===== src/rtl/branch_target_table.sv =====
// branch_target_table: programmable, valid-tagged label -> next-PC table.
// After reset or flush the valid vector is cleared one entry per cycle (INIT);
// in RUN the table accepts one write and one lookup per cycle, and each
// lookup result is returned with a registered one-cycle latency.
//
// Ports:
//   clk, rst_n          clock, synchronous active-low reset
//   flush               pulse: invalidate all entries (re-run init sweep)
//   ready               table initialised (state RUN)
//   wr_en/label/target  write port, honoured only while ready
//   rd_req/label        lookup port, honoured only while ready
//   rd_ack/next_pc/hit  registered lookup result; next_pc/hit are 0 unless rd_ack
//
// Optional feature: define BTT_BYPASS_EN to forward a same-cycle write to a
// lookup of the same label; otherwise such a collision reads the prior contents.
module branch_target_table #(
  parameter int unsigned LW    = 8,
  parameter int unsigned PW    = 12,
  parameter int unsigned DEPTH = 64
) (
  input  logic          clk,
  input  logic          rst_n,
  input  logic          flush,
  output logic          ready,
  input  logic          wr_en,
  input  logic [LW-1:0] wr_label,
  input  logic [PW-1:0] wr_target,
  input  logic          rd_req,
  input  logic [LW-1:0] rd_label,
  output logic          rd_ack,
  output logic [PW-1:0] next_pc,
  output logic          hit
);

  localparam int unsigned IW       = $clog2(DEPTH);
  // DEPTH held one bit wider than a label so DEPTH == 2^LW compares correctly
  localparam logic [LW:0] DEPTH_L  = (LW+1)'(DEPTH);
  localparam logic [IW-1:0] LAST_IDX = IW'(DEPTH - 1);

  typedef enum logic {S_INIT, S_RUN} state_t;

  state_t        r_state, w_state_nxt;
  logic [IW-1:0] r_idx, w_idx_nxt;

  logic [PW-1:0]    r_target [DEPTH];
  logic [DEPTH-1:0] r_valid;

  logic          r_ready, r_rd_ack, r_hit;
  logic [PW-1:0] r_next_pc;
  logic          w_ready_nxt, w_rd_ack_nxt, w_hit_nxt;
  logic [PW-1:0] w_next_pc_nxt;

  logic          w_wr_in_range, w_rd_in_range;
  logic          w_wr_ok, w_rd_ok, w_clear;
  logic [IW-1:0] w_wr_idx, w_rd_idx;

  // Range checks use the full label so out-of-range labels never alias
  assign w_wr_in_range = ({1'b0, wr_label} < DEPTH_L);
  assign w_rd_in_range = ({1'b0, rd_label} < DEPTH_L);
  assign w_wr_idx      = wr_label[IW-1:0];
  assign w_rd_idx      = rd_label[IW-1:0];

  // Next-state, accept qualification and next output values
  always_comb begin
    w_state_nxt   = r_state;
    w_idx_nxt     = r_idx;
    w_clear       = 1'b0;
    w_wr_ok       = 1'b0;
    w_rd_ok       = 1'b0;
    w_hit_nxt     = 1'b0;
    w_next_pc_nxt = '0;

    case (r_state)
      S_INIT: begin
        w_clear = 1'b1;
        if (flush) begin
          w_idx_nxt = '0;
        end else if (r_idx == LAST_IDX) begin
          w_state_nxt = S_RUN;
          w_idx_nxt   = '0;
        end else begin
          w_idx_nxt = r_idx + IW'(1);
        end
      end
      S_RUN: begin
        // flush wins over any same-cycle write or lookup
        if (flush) begin
          w_state_nxt = S_INIT;
          w_idx_nxt   = '0;
        end else begin
          w_wr_ok = wr_en && w_wr_in_range;
          w_rd_ok = rd_req;
        end
      end
      default: begin
        w_state_nxt = S_INIT;
        w_idx_nxt   = '0;
      end
    endcase

    w_ready_nxt  = (w_state_nxt == S_RUN);
    w_rd_ack_nxt = w_rd_ok;

    // Array read sees pre-write contents (read-before-write)
    if (w_rd_ok && w_rd_in_range && r_valid[w_rd_idx]) begin
      w_hit_nxt     = 1'b1;
      w_next_pc_nxt = r_target[w_rd_idx];
    end
`ifdef BTT_BYPASS_EN
    // Forward a same-cycle write to a lookup of the same label
    if (w_rd_ok && w_wr_ok && (wr_label == rd_label)) begin
      w_hit_nxt     = 1'b1;
      w_next_pc_nxt = wr_target;
    end
`endif
  end

  // State and registered outputs
  always_ff @(posedge clk) begin
    if (!rst_n) begin
      r_state   <= S_INIT;
      r_idx     <= '0;
      r_ready   <= 1'b0;
      r_rd_ack  <= 1'b0;
      r_hit     <= 1'b0;
      r_next_pc <= '0;
    end else begin
      r_state   <= w_state_nxt;
      r_idx     <= w_idx_nxt;
      r_ready   <= w_ready_nxt;
      r_rd_ack  <= w_rd_ack_nxt;
      r_hit     <= w_hit_nxt;
      r_next_pc <= w_next_pc_nxt;
    end
  end

  // Target storage; contents of invalid entries are don't-care
  always_ff @(posedge clk) begin
    if (rst_n && w_wr_ok) begin
      r_target[w_wr_idx] <= wr_target;
    end
  end

  // Valid vector: cleared only by the init sweep, set by accepted writes
  always_ff @(posedge clk) begin
    if (rst_n) begin
      if (w_clear) begin
        r_valid[r_idx] <= 1'b0;
      end else if (w_wr_ok) begin
        r_valid[w_wr_idx] <= 1'b1;
      end
    end
  end

  assign ready   = r_ready;
  assign rd_ack  = r_rd_ack;
  assign next_pc = r_next_pc;
  assign hit     = r_hit;

endmodule


===== config.mk =====
export PLATFORM = sky130hd
export DESIGN_NAME = branch_target_table
export DESIGN_NICKNAME = d
export VERILOG_FILES = /design/src/rtl/branch_target_table.sv
export SDC_FILE = /design/constraint.sdc
export NUM_CORES = 1
export LEC_CHECK = 0
export ABC_AREA = 1
export BUFFER_PORTS_ARGS = -buffer_cell sky130_fd_sc_hd__buf_2
export CELL_PAD_IN_SITES_DETAIL_PLACEMENT = 1
export CELL_PAD_IN_SITES_GLOBAL_PLACEMENT = 2
export CORE_ASPECT_RATIO = 0.5
export CORE_UTILIZATION = 40
export CTS_BUF_LIST = sky130_fd_sc_hd__clkbuf_8
export DETAILED_ROUTE_END_ITERATION = 6
export PLACE_DENSITY_LB_ADDON = 0.08
export SLEW_MARGIN = 20
export SYNTH_ARGS = -nofsm -noshare
export SYNTH_HDL_FRONTEND = slang
export SYNTH_SLANG_ARGS = --single-unit

===== constraint.sdc =====
create_clock -name clk -period 3.7 [get_ports clk]
set_input_delay 0.185 -clock clk [delete_from_list [all_inputs] [get_ports clk]]
set_output_delay 0.185 -clock clk [all_outputs]
set_load 0.01 [all_outputs]

==> results of run 1 <==
-- final timing paths --
check	endpoint	slack (ps)	cells past startpoint
worst max-delay path	r_target[52][2]	1220	8
worst min-delay path	next_pc[6]	80	6
worst max register to register	r_idx[5]	1500	8
worst min register to register	r_idx[2]	560	2
-- cells in the mapped netlist --
master,instances
nand2_1,1135
edfxtp_1,832
nand3_1,667
a21oi_1,154
buf_2,113
nor2_1,92
o21ai_0,67
buf_4,38
clkbuf_1,31
o21ai_1,24
inv_1,23
buf_1,22
dfxtp_1,21
nor3_1,19
buf_6,4
clkinv_1,2
inv_2,2
nor4_1,2
a32oi_1,1
ha_1,1
nand2_2,1
-- power by group --
part | internal (mW) | switching, mW | total [mW] | leakage, nW
combinational | 0.353 | 1.10 | 1.45 | 5.55
clock | 3.49 | 3.89 | 7.38 | 1.33
sequential | 10.6 | 0.0337 | 10.7 | 7.73
total | 14.5 | 5.02 | 19.5 | 14.6
-- cell type report --
class | instances | area, sq um
clock buffer | 137 | 1886
timing repair buffer | 209 | 1733
multi-input combinational | 2163 | 9410
tap | 1185 | 1483
sequential | 853 | 25400
antenna | 2 | 5.005
inverter | 27 | 118.9
fill | 9603 | 48180
clock inverter | 89 | 419.2
-- layer usage --
layer / wire [um] / part of all wire, %
met5: 34 / 0.028
met4: 3017 / 2.5
met3: 7903 / 6.5
met2: 53010 / 44
met1: 57510 / 47
-- tightest hold or removal path, delay by kind of cell --
| family | cells | cell delay (ps) |
|---|---|---|
| buf+inv | 2 | 170 |
| simple gates | 4 | 520 |
-- sequential cells by signal, indices dropped and copies added (netlist names) --
register and count:
r_target 768, hit 1, rd_ack 1, r_idx 6
r_valid 64, next_pc 12, ready 1
-- kinds of logic after synthesis --
logic type                 count (synthesis)
and+or+nand+nor                         1916
DFF                                      853
AOI/OAI and AO/OA                        246
buffers and inverters                    235
adders and majority gates                  1
-- metrics by stage --
stage / instance area (sq um) / std cells / total power, mW / setup slack, ps
finish: 40460 / 4665 / 19.51 / 1223
global route: 40460 / 4664 / 20.19 / 1078
CTS: 40420 / 4661 / 19.67 / 1282
detailed placement: 37940 / 4417 / 12.31 / 888.7
global placement: 37930 / 4417 / 12.30 / 854.4
floorplan: 35910 / 3251 / 11.62 / 679.2
==> impl_metrics.json, run 1 <==
{
  "synth_fa_ha_area_share_pct": 0.03485,
  "ir_drop_uv": 217.9,
  "clock-sinks": 853,
  "cts_root_buffer": "clkbuf_8",
  "routedWlPerCell_um": 26.04,
  "rsz0062_at_grt": "false",
  "num_vias": 25700,
  "chipHeight_um": 213.9,
  "dp_hpwl_um": 71620,
  "worstPathCellList": "dlygate4sd3_1 > buf_2 > nor3_2 > dlygate4sd3_1 > nand2_1 > dlygate4sd3_1 > nor2_1 > buf_4",
  "max_freq_ghz": 0.4037,
  "synth_top_family_by_area": "simple AND/OR/NAND/NOR gates",
  "start_util_pct": 40.51,
  "path_buf_inv": 5,
  "hold_ws_ps": 83.61,
  "hold_path_class": "primary input to register",
  "setup_tns_ps": 0,
  "syn-num-nets": 3285,
  "setup_viol": 0,
  "worst_slew_pin_slew_ps": 1021,
  "ys_seq_elements": 853,
  "use_met1_pct": 39.24,
  "grt_usage_pct": 26.95,
  "gp_congestion": 0.8293,
  "row_count": 77,
  "core_sq_mm": 0.08864,
  "use_met3_pct": 5.305,
  "synth.area.mux_share_pct": 0,
  "synth_top_area_share_pct": 69.58,
  "synthesis.area_sq_mm": 0.03591,
  "crit_family": "buffers and inverters",
  "clk_latency_ps": 830,
  "p_leak_nw": 14.61,
  "r2r_start": "r_idx[3]",
  "grt_max_degree": 151,
  "path_common_cell": "dlygate4sd3_1",
  "cap_violations": 0,
  "hold_path.startpoint": "rd_label[7]",
  "synth_compound_area_share_pct": 3.439,
  "busiest_layer": "met2",
  "met2_usage_pct": 40.26,
  "path_max_fanout": 8,
  "cts.clk_slew.worst_paths_ps": 70,
  "antenna_found_initial": 9,
  "drt_iter0_drc": 2552,
  "layout-drive-gt1-share_pct": 10.67,
  "seq_area_frac_synth_pct": 70.75,
  "critPathLaunchType": "primary input",
  "cts-resized-gates": 0,
  "post_cts_buffers": 0,
  "io_pins": 48,
  "antenna_left": 0,
  "slew_headroom_pct": 31.91,
  "drc": 0,
  "slew_violations": 0,
  "endpoint_kind": "register",
  "fin_util_pct": 45.65,
  "synthSimpleGateAreaFrac_pct": 22.44,
  "grt.overflow.total": 0,
  "synthToLayoutAreaGrowth_pct": 12.68,
  "hold_violations": 0,
  "synth.area.top_cells": "edfxtp_1, nand2_1, nand3_1",
  "ys_warn_count": 0,
  "final_cell_mix": "nand2_1, edfxtp_1, nand3_1",
  "skew_ps": 27.15,
  "layout_commonest_cell": "nand2_1",
  "crit_required_ps": 4210,
  "clock_path_buffers": 3,
  "crit_arrival_ps": 2990,
  "routed_wl_um": 121500,
  "port_buffers": 47,
  "dieArea_sq_mm": 0.09104,
  "die_w_um": 425.7,
  "cp_slowest_cell": "dlygate4sd3_1",
  "viasPerCell": 5.509,
  "yosysUniqueCellTypes": 21,
  "cts_tree": "done",
  "yosysTopAreaCell": "edfxtp_1",
  "ctsHoldBuffers": 18,
  "syn_avg_cell_area_sq_um": 11.04,
  "synthCells": 3251,
  "slowest_delay_ps": 580,
  "p_per_area_mw_per_mm2": 482.2,
  "nets": 3419,
  "critPathLaunch": "wr_label[1]",
  "fin_crit_ps": 2477,
  "htreeDepth": 4,
  "worstSetupPathType": "primary input to register",
  "grt_pass1_wl_um": 176200,
  "status": "finished clean",
  "cts-buffers-inserted": 131,
  "dr.pass1.iters": 5,
  "synth-xor-area-share_pct": 0,
  "grt_pass1_vias": 26000,
  "post-route-period-util_pct": 66.95
}
(Power assumes the default switching activity.)
==> run 2: changes to the inputs <==
Settings changed: CORE_UTILIZATION 40 to 45.
Clock period 3.7 ns to 2.45 ns, I/O delays scaled along.
==> run 2 against run 1 <==
Wire length is 3.5% lower. Worst setup slack got worse by 980 ps. Sequential power rose by 50%. Sequential share of layout area shrank 0.61 points. Critical path type is now register to register. Core utilization rose by 6.7 points. Register-to-register slack worse by 1300 ps. First-iteration DRC count shrank 8.5%. Global-route usage grew 2.1 points. Largest cell class unchanged. Hold slack got worse by 14 ps. Die area fell by 11%. Cell count down 1.9%.
==> impl_metrics.json, run 2 (same netlist as run 1, synthesis figures left out) <==
{
  "status": "finished clean",
  "numPlacedInstances": 4339,
  "slew_violations": 0,
  "post_cts_buffers": 0,
  "ir_drop_uv": 413.7,
  "dieArea_sq_mm": 0.08099,
  "dpl_worst_slack_ps": 27.25,
  "stdcell_count": 4577,
  "routedWlPerCell_um": 25.60,
  "drt_iter0_drc": 2335,
  "regMostFlops": "r_target",
  "dp_hpwl_um": 72930,
  "gp_congestion": 0.8982,
  "grt_max_degree": 76,
  "num_vias": 26240,
  "max_freq_ghz": 0.4535,
  "fillers": 8310,
  "cts-buffers-inserted": 121,
  "die_w_um": 401.5,
  "synthToLayoutAreaGrowth_pct": 13.79,
  "worst_slack_ps": 245.0,
  "hold_violations": 0,
  "slowest_delay_ps": 570,
  "chipHeight_um": 201.7,
  "grt.overflow.total": 0,
  "grt_pass1_wl_um": 173200,
  "worst_slew_pin_slew_ps": 1010,
  "post-route-period-util_pct": 90.00,
  "routed_wl_um": 117200,
  "antenna_left": 0,
  "final_cell_mix": "nand2_1, edfxtp_1, nand3_1",
  "port_buffers": 47,
  "hold_ws_ps": 69.93,
  "layout-drive-gt1-share_pct": 12.02,
  "viasPerCell": 5.734,
  "grt_pass1_vias": 26630,
  "endpoint_kind": "register",
  "cts.clk_slew.worst_paths_ps": 70,
  "clock_path_buffers": 3,
  "dr.pass1.iters": 5,
  "grt_usage_pct": 29.02,
  "drc": 0,
  "critPathLaunchType": "register",
  "cts_tree": "done",
  "core_sq_mm": 0.07810,
  "nets": 3478,
  "io_pins": 48,
  "cp_slowest_cell": "dlygate4sd3_1",
  "worstPathCellList": "nand2_1 > nand3_1 > nand3_1 > nand2_1 > nand2_1 > nand3_1 > nand3_1 > nand2_1 > nand2_2 > nor2_1 > dlygate4sd3_1",
  "clock-sinks": 853,
  "largest_reg_flops": 768,
  "rsz0062_at_grt": "false",
  "crit_arrival_ps": 2880,
  "worstSetupPathType": "register to register",
  "crit_required_ps": 3130,
  "path_max_fanout": 13,
  "start_util_pct": 45.97,
  "slew_headroom_pct": 32.65,
  "setup_tns_ps": 0,
  "setup_viol": 0,
  "multi_input_area_sq_mm": 0.009390,
  "skew_ps": 25.90,
  "clk_latency_ps": 800,
  "row_count": 72,
  "cap_violations": 0,
  "p_leak_nw": 14.98,
  "seqCellArea_sq_mm": 0.02540,
  "hold_path_class": "primary input to register",
  "fin_crit_ps": 2205,
  "p_per_area_mw_per_mm2": 713.1,
  "layout_commonest_cell": "nand2_1",
  "htreeDepth": 3,
  "cts_root_buffer": "clkbuf_8",
  "antenna_found_initial": 4
}
run 2: timing repair:
action,4_1_cts,5_1_grt
gates resized for setup,0,1
endpoints found under the hold margin,275,0
hold buffers,18,0
setup endpoints to repair,0,1
run 2: final timing paths:
| path | from | to | slack (ps) | cells after the start |
|---|---|---|---|---|
| worst min-delay path | wr_target[5] | r_target[36][5] | 70 | 1 |
| worst max-delay path | r_valid[9] | next_pc[5] | 240 | 11 |
| worst max register to register | r_valid[9] | next_pc[5] | 240 | 11 |
| worst min register to register | r_idx[1] | r_idx[1] | 540 | 2 |
run 2: stage by stage:
| stage | total power [mW] | util, % | area [sq um] |
|---|---|---|---|
| CTS | 29.35 | 52.30 | 40850 |
| finish | 29.14 | 52.31 | 40860 |
| global placement | 18.61 | 49.23 | 38450 |
| global route | 30.12 | 52.31 | 40860 |
| floorplan | 17.54 | - | 35910 |
| detailed placement | 18.66 | 49.23 | 38450 |
run 2: report_power, final:
group	internal, mW	total, mW	switching (mW)
registers	16.1	16.1	0.0550
logic	0.618	2.26	1.64
clock network	5.21	10.8	5.55
run 2: final cells by class:
type | instances | share of cell area, %
Clock inverter | 91 | 1.210
Clock buffer | 125 | 4.211
Timing Repair Buffer | 278 | 5.932
Sequential cell | 853 | 62.18
Multi-Input combinational cell | 2163 | 22.98
Antenna cell | 4 | 0.02450
Inverter | 27 | 0.2909
Tap cell | 1036 | 3.173
run 2: metal layers:
layer  wire, um  vias to the layer above  share of wire (%)  global-route usage, %
li1           -                    11820                  -                      -
met1      52840                    13470                 45                  41.31
met2      54120                      784                 46                  45.44
met3       7837                      165                6.7                  5.914
met4       2369                        0                2.0                  7.677
met5          0                        -                  0                      0
run 2: worst max-delay path, delay by kind of cell (launching register included):
| family | cells | cell delay (ps) |
|---|---|---|
| buffers and inverters | 1 | 570 |
| flip-flops | 1 | 430 |
| AND/OR/NAND/NOR | 10 | 1080 |
==> run 3: changes to the inputs <==
Clock period 2.45 ns to 2.1 ns, I/O delays scaled along.
==> run 3 against run 2 <==
Combinational power grew 23%. Power up 16%. Clock skew grew 5.9 ps. Core utilization is 0.83 points higher. Die area did not move. Clock-buffer cell count decreased by 1. Global-route usage rose by 0.44 points. Sequential power rose by 17%. Critical path type is now primary input to register. Flip-flop and latch count stayed put. Critical endpoint is now r_valid[58]. Largest cell class unchanged. Non-clock buffer count up 14. Clock power grew 13%. Sequential share of layout area decreased by 0.97 points.
==> impl_metrics.json, run 3 (same netlist as run 1, synthesis figures left out) <==
{
  "nets": 3491,
  "cts_root_buffer": "clkbuf_8",
  "setup_tns_ps": 0,
  "max_freq_ghz": 0.4919,
  "fillers": 8262,
  "htreeDepth": 3,
  "rsz0062_at_grt": "false",
  "grt.overflow.total": 0,
  "grt_usage_pct": 29.46,
  "status": "finished clean",
  "largest_reg_flops": 768,
  "worst_slew_pin_slew_ps": 891.2,
  "crit_required_ps": 2600,
  "post-route-period-util_pct": 96.81,
  "r2r_start": "r_idx[0]",
  "seqCellArea_sq_mm": 0.02541,
  "layout_commonest_cell": "nand2_1",
  "cp_slowest_cell": "dlygate4sd3_1",
  "critPathLaunch": "flush",
  "p_leak_nw": 15.21,
  "path_buf_inv": 5,
  "grt_pass1_wl_um": 174900,
  "slowest_delay_ps": 560,
  "fin_crit_ps": 2033,
  "cts.clk_slew.worst_paths_ps": 70,
  "hold_path_class": "primary input to register",
  "critPathCapture": "r_valid[58]",
  "chipHeight_um": 201.7,
  "clock_path_buffers": 3,
  "multi_input_area_sq_mm": 0.009420,
  "slew_headroom_pct": 40.59,
  "drc": 0,
  "antenna_left": 0,
  "die_w_um": 401.5,
  "hold_path.startpoint": "wr_label[0]",
  "hold_violations": 0,
  "timing.reg2reg.setup_slack_ps": 280,
  "grt_max_degree": 65,
  "worstSetupPathType": "primary input to register",
  "endpoint_kind": "register",
  "antenna_found_initial": 5,
  "regMostFlops": "r_target",
  "start_util_pct": 45.97,
  "gp_congestion": 0.8382,
  "skew_ps": 31.79,
  "routed_wl_um": 118600,
  "clk_latency_ps": 820,
  "worst_slack_ps": 67.09,
  "dp_hpwl_um": 71810,
  "dr.pass1.iters": 5,
  "core_sq_mm": 0.07810,
  "drt_iter0_drc": 2475,
  "layout-drive-gt1-share_pct": 12.40,
  "critPathLaunchType": "primary input",
  "num_vias": 26330,
  "dpl_worst_slack_ps": -118.3,
  "dieArea_sq_mm": 0.08099,
  "port_buffers": 47,
  "setup_viol": 0,
  "worstPathCellList": "dlygate4sd3_1 > buf_2 > nor4_1 > buf_4 > dlygate4sd3_1 > nor2_2 > nor2_4 > buf_12",
  "cap_violations": 0,
  "crit_arrival_ps": 2530,
  "synthToLayoutAreaGrowth_pct": 15.59,
  "r2r_cells": 5,
  "grt_pass1_vias": 26840,
  "crit_family": "buffers and inverters",
  "io_pins": 48,
  "ir_drop_uv": 445.0,
  "fin_util_pct": 53.14,
  "r2r-end": "r_valid[55]",
  "slew_violations": 0,
  "final_cell_mix": "nand2_1, edfxtp_1, nand3_1",
  "path_common_cell": "dlygate4sd3_1",
  "cts-buffers-inserted": 120,
  "clock-sinks": 853,
  "viasPerCell": 5.732,
  "row_count": 72,
  "routedWlPerCell_um": 25.82,
  "crit_cells": 8,
  "path_max_fanout": 28,
  "cts_tree": "done",
  "p_per_area_mw_per_mm2": 813.9
}
==> run 3: cell count changes in the layout (fill, tap and decap cells not counted), sizes merged <==
cell         previous run  this run
inv                    70        80
dlygate4sd3            18        25
buf                   259       265
bufinv                  5         1
diode                   4         2
clkinv                 41        40
clkinvlp                2         3
==> run 3: power breakdown <==
part	leakage (nW)	internal [mW]	total (mW)	switching, mW
clock	1.28	5.59	12.2	6.62
combinational	6.20	0.809	2.77	1.97
sequential	7.73	18.7	18.8	0.0559
==> run 3: worst min path at each step <==
stage / end / slack [ps] / depth (start not counted)
after global placement: rd_ack / 360 / 3
after detailed placement: rd_ack / 360 / 3
final: r_valid[20] / 60 / 5
after global routing: r_valid[20] / 60 / 5
after floorplan: r_target[0][0] / 200 / 0
after CTS: r_valid[54] / 0.06 / 5
==> run 3: metrics by stage <==
step                      power, mW  instances  hold slack [ps]  cell area (sq um)
after floorplan               20.46       3251            203.9              35940
after global placement        21.82       4341            355.6              39020
after detailed placement      21.87       4341            358.2              39020
after CTS                     33.96       4588          0.05890              41420
after global routing          34.88       4593            63.25              41500
final                         33.78       4594            63.58              41500
==> run 3: tightest hold or removal path: cells and delay by family <==
kind                   cells  cell delay (ps)
buffers and inverters      2              320
AOI/OAI and AO/OA          2              190
and+or+nand+nor            1               80
==> run 3: repair_timing <==
item / in CTS / in global routing
hold endpoints to repair: 565 / 0
gates resized for setup: 0 / 7
hold buffers: 26 / 0
setup buffers: 0 / 4
setup endpoints to repair: 0 / 1
==> run 3: cell type report <==
cell class / instances / share of cell area (%)
clock buffers: 124 / 4.112
repair buffers: 292 / 7.503
diodes: 2 / 0.01206
multi-input cells: 2163 / 22.70
clock inverters: 97 / 1.049
flip-flops and latches: 853 / 61.21
well taps: 1036 / 3.123
inverters: 27 / 0.2924
==> run 3: metal layers <==
metal / part of all wire (%) / GRT usage, % / vias up
met3: 7.9 / 6.359 / 187
met1: 45 / 42.72 / 13420
met4: 2.5 / 9.154 / 4
met5: 0.016 / 0 / -
met2: 44 / 44.36 / 866
li1: - / - / 11860
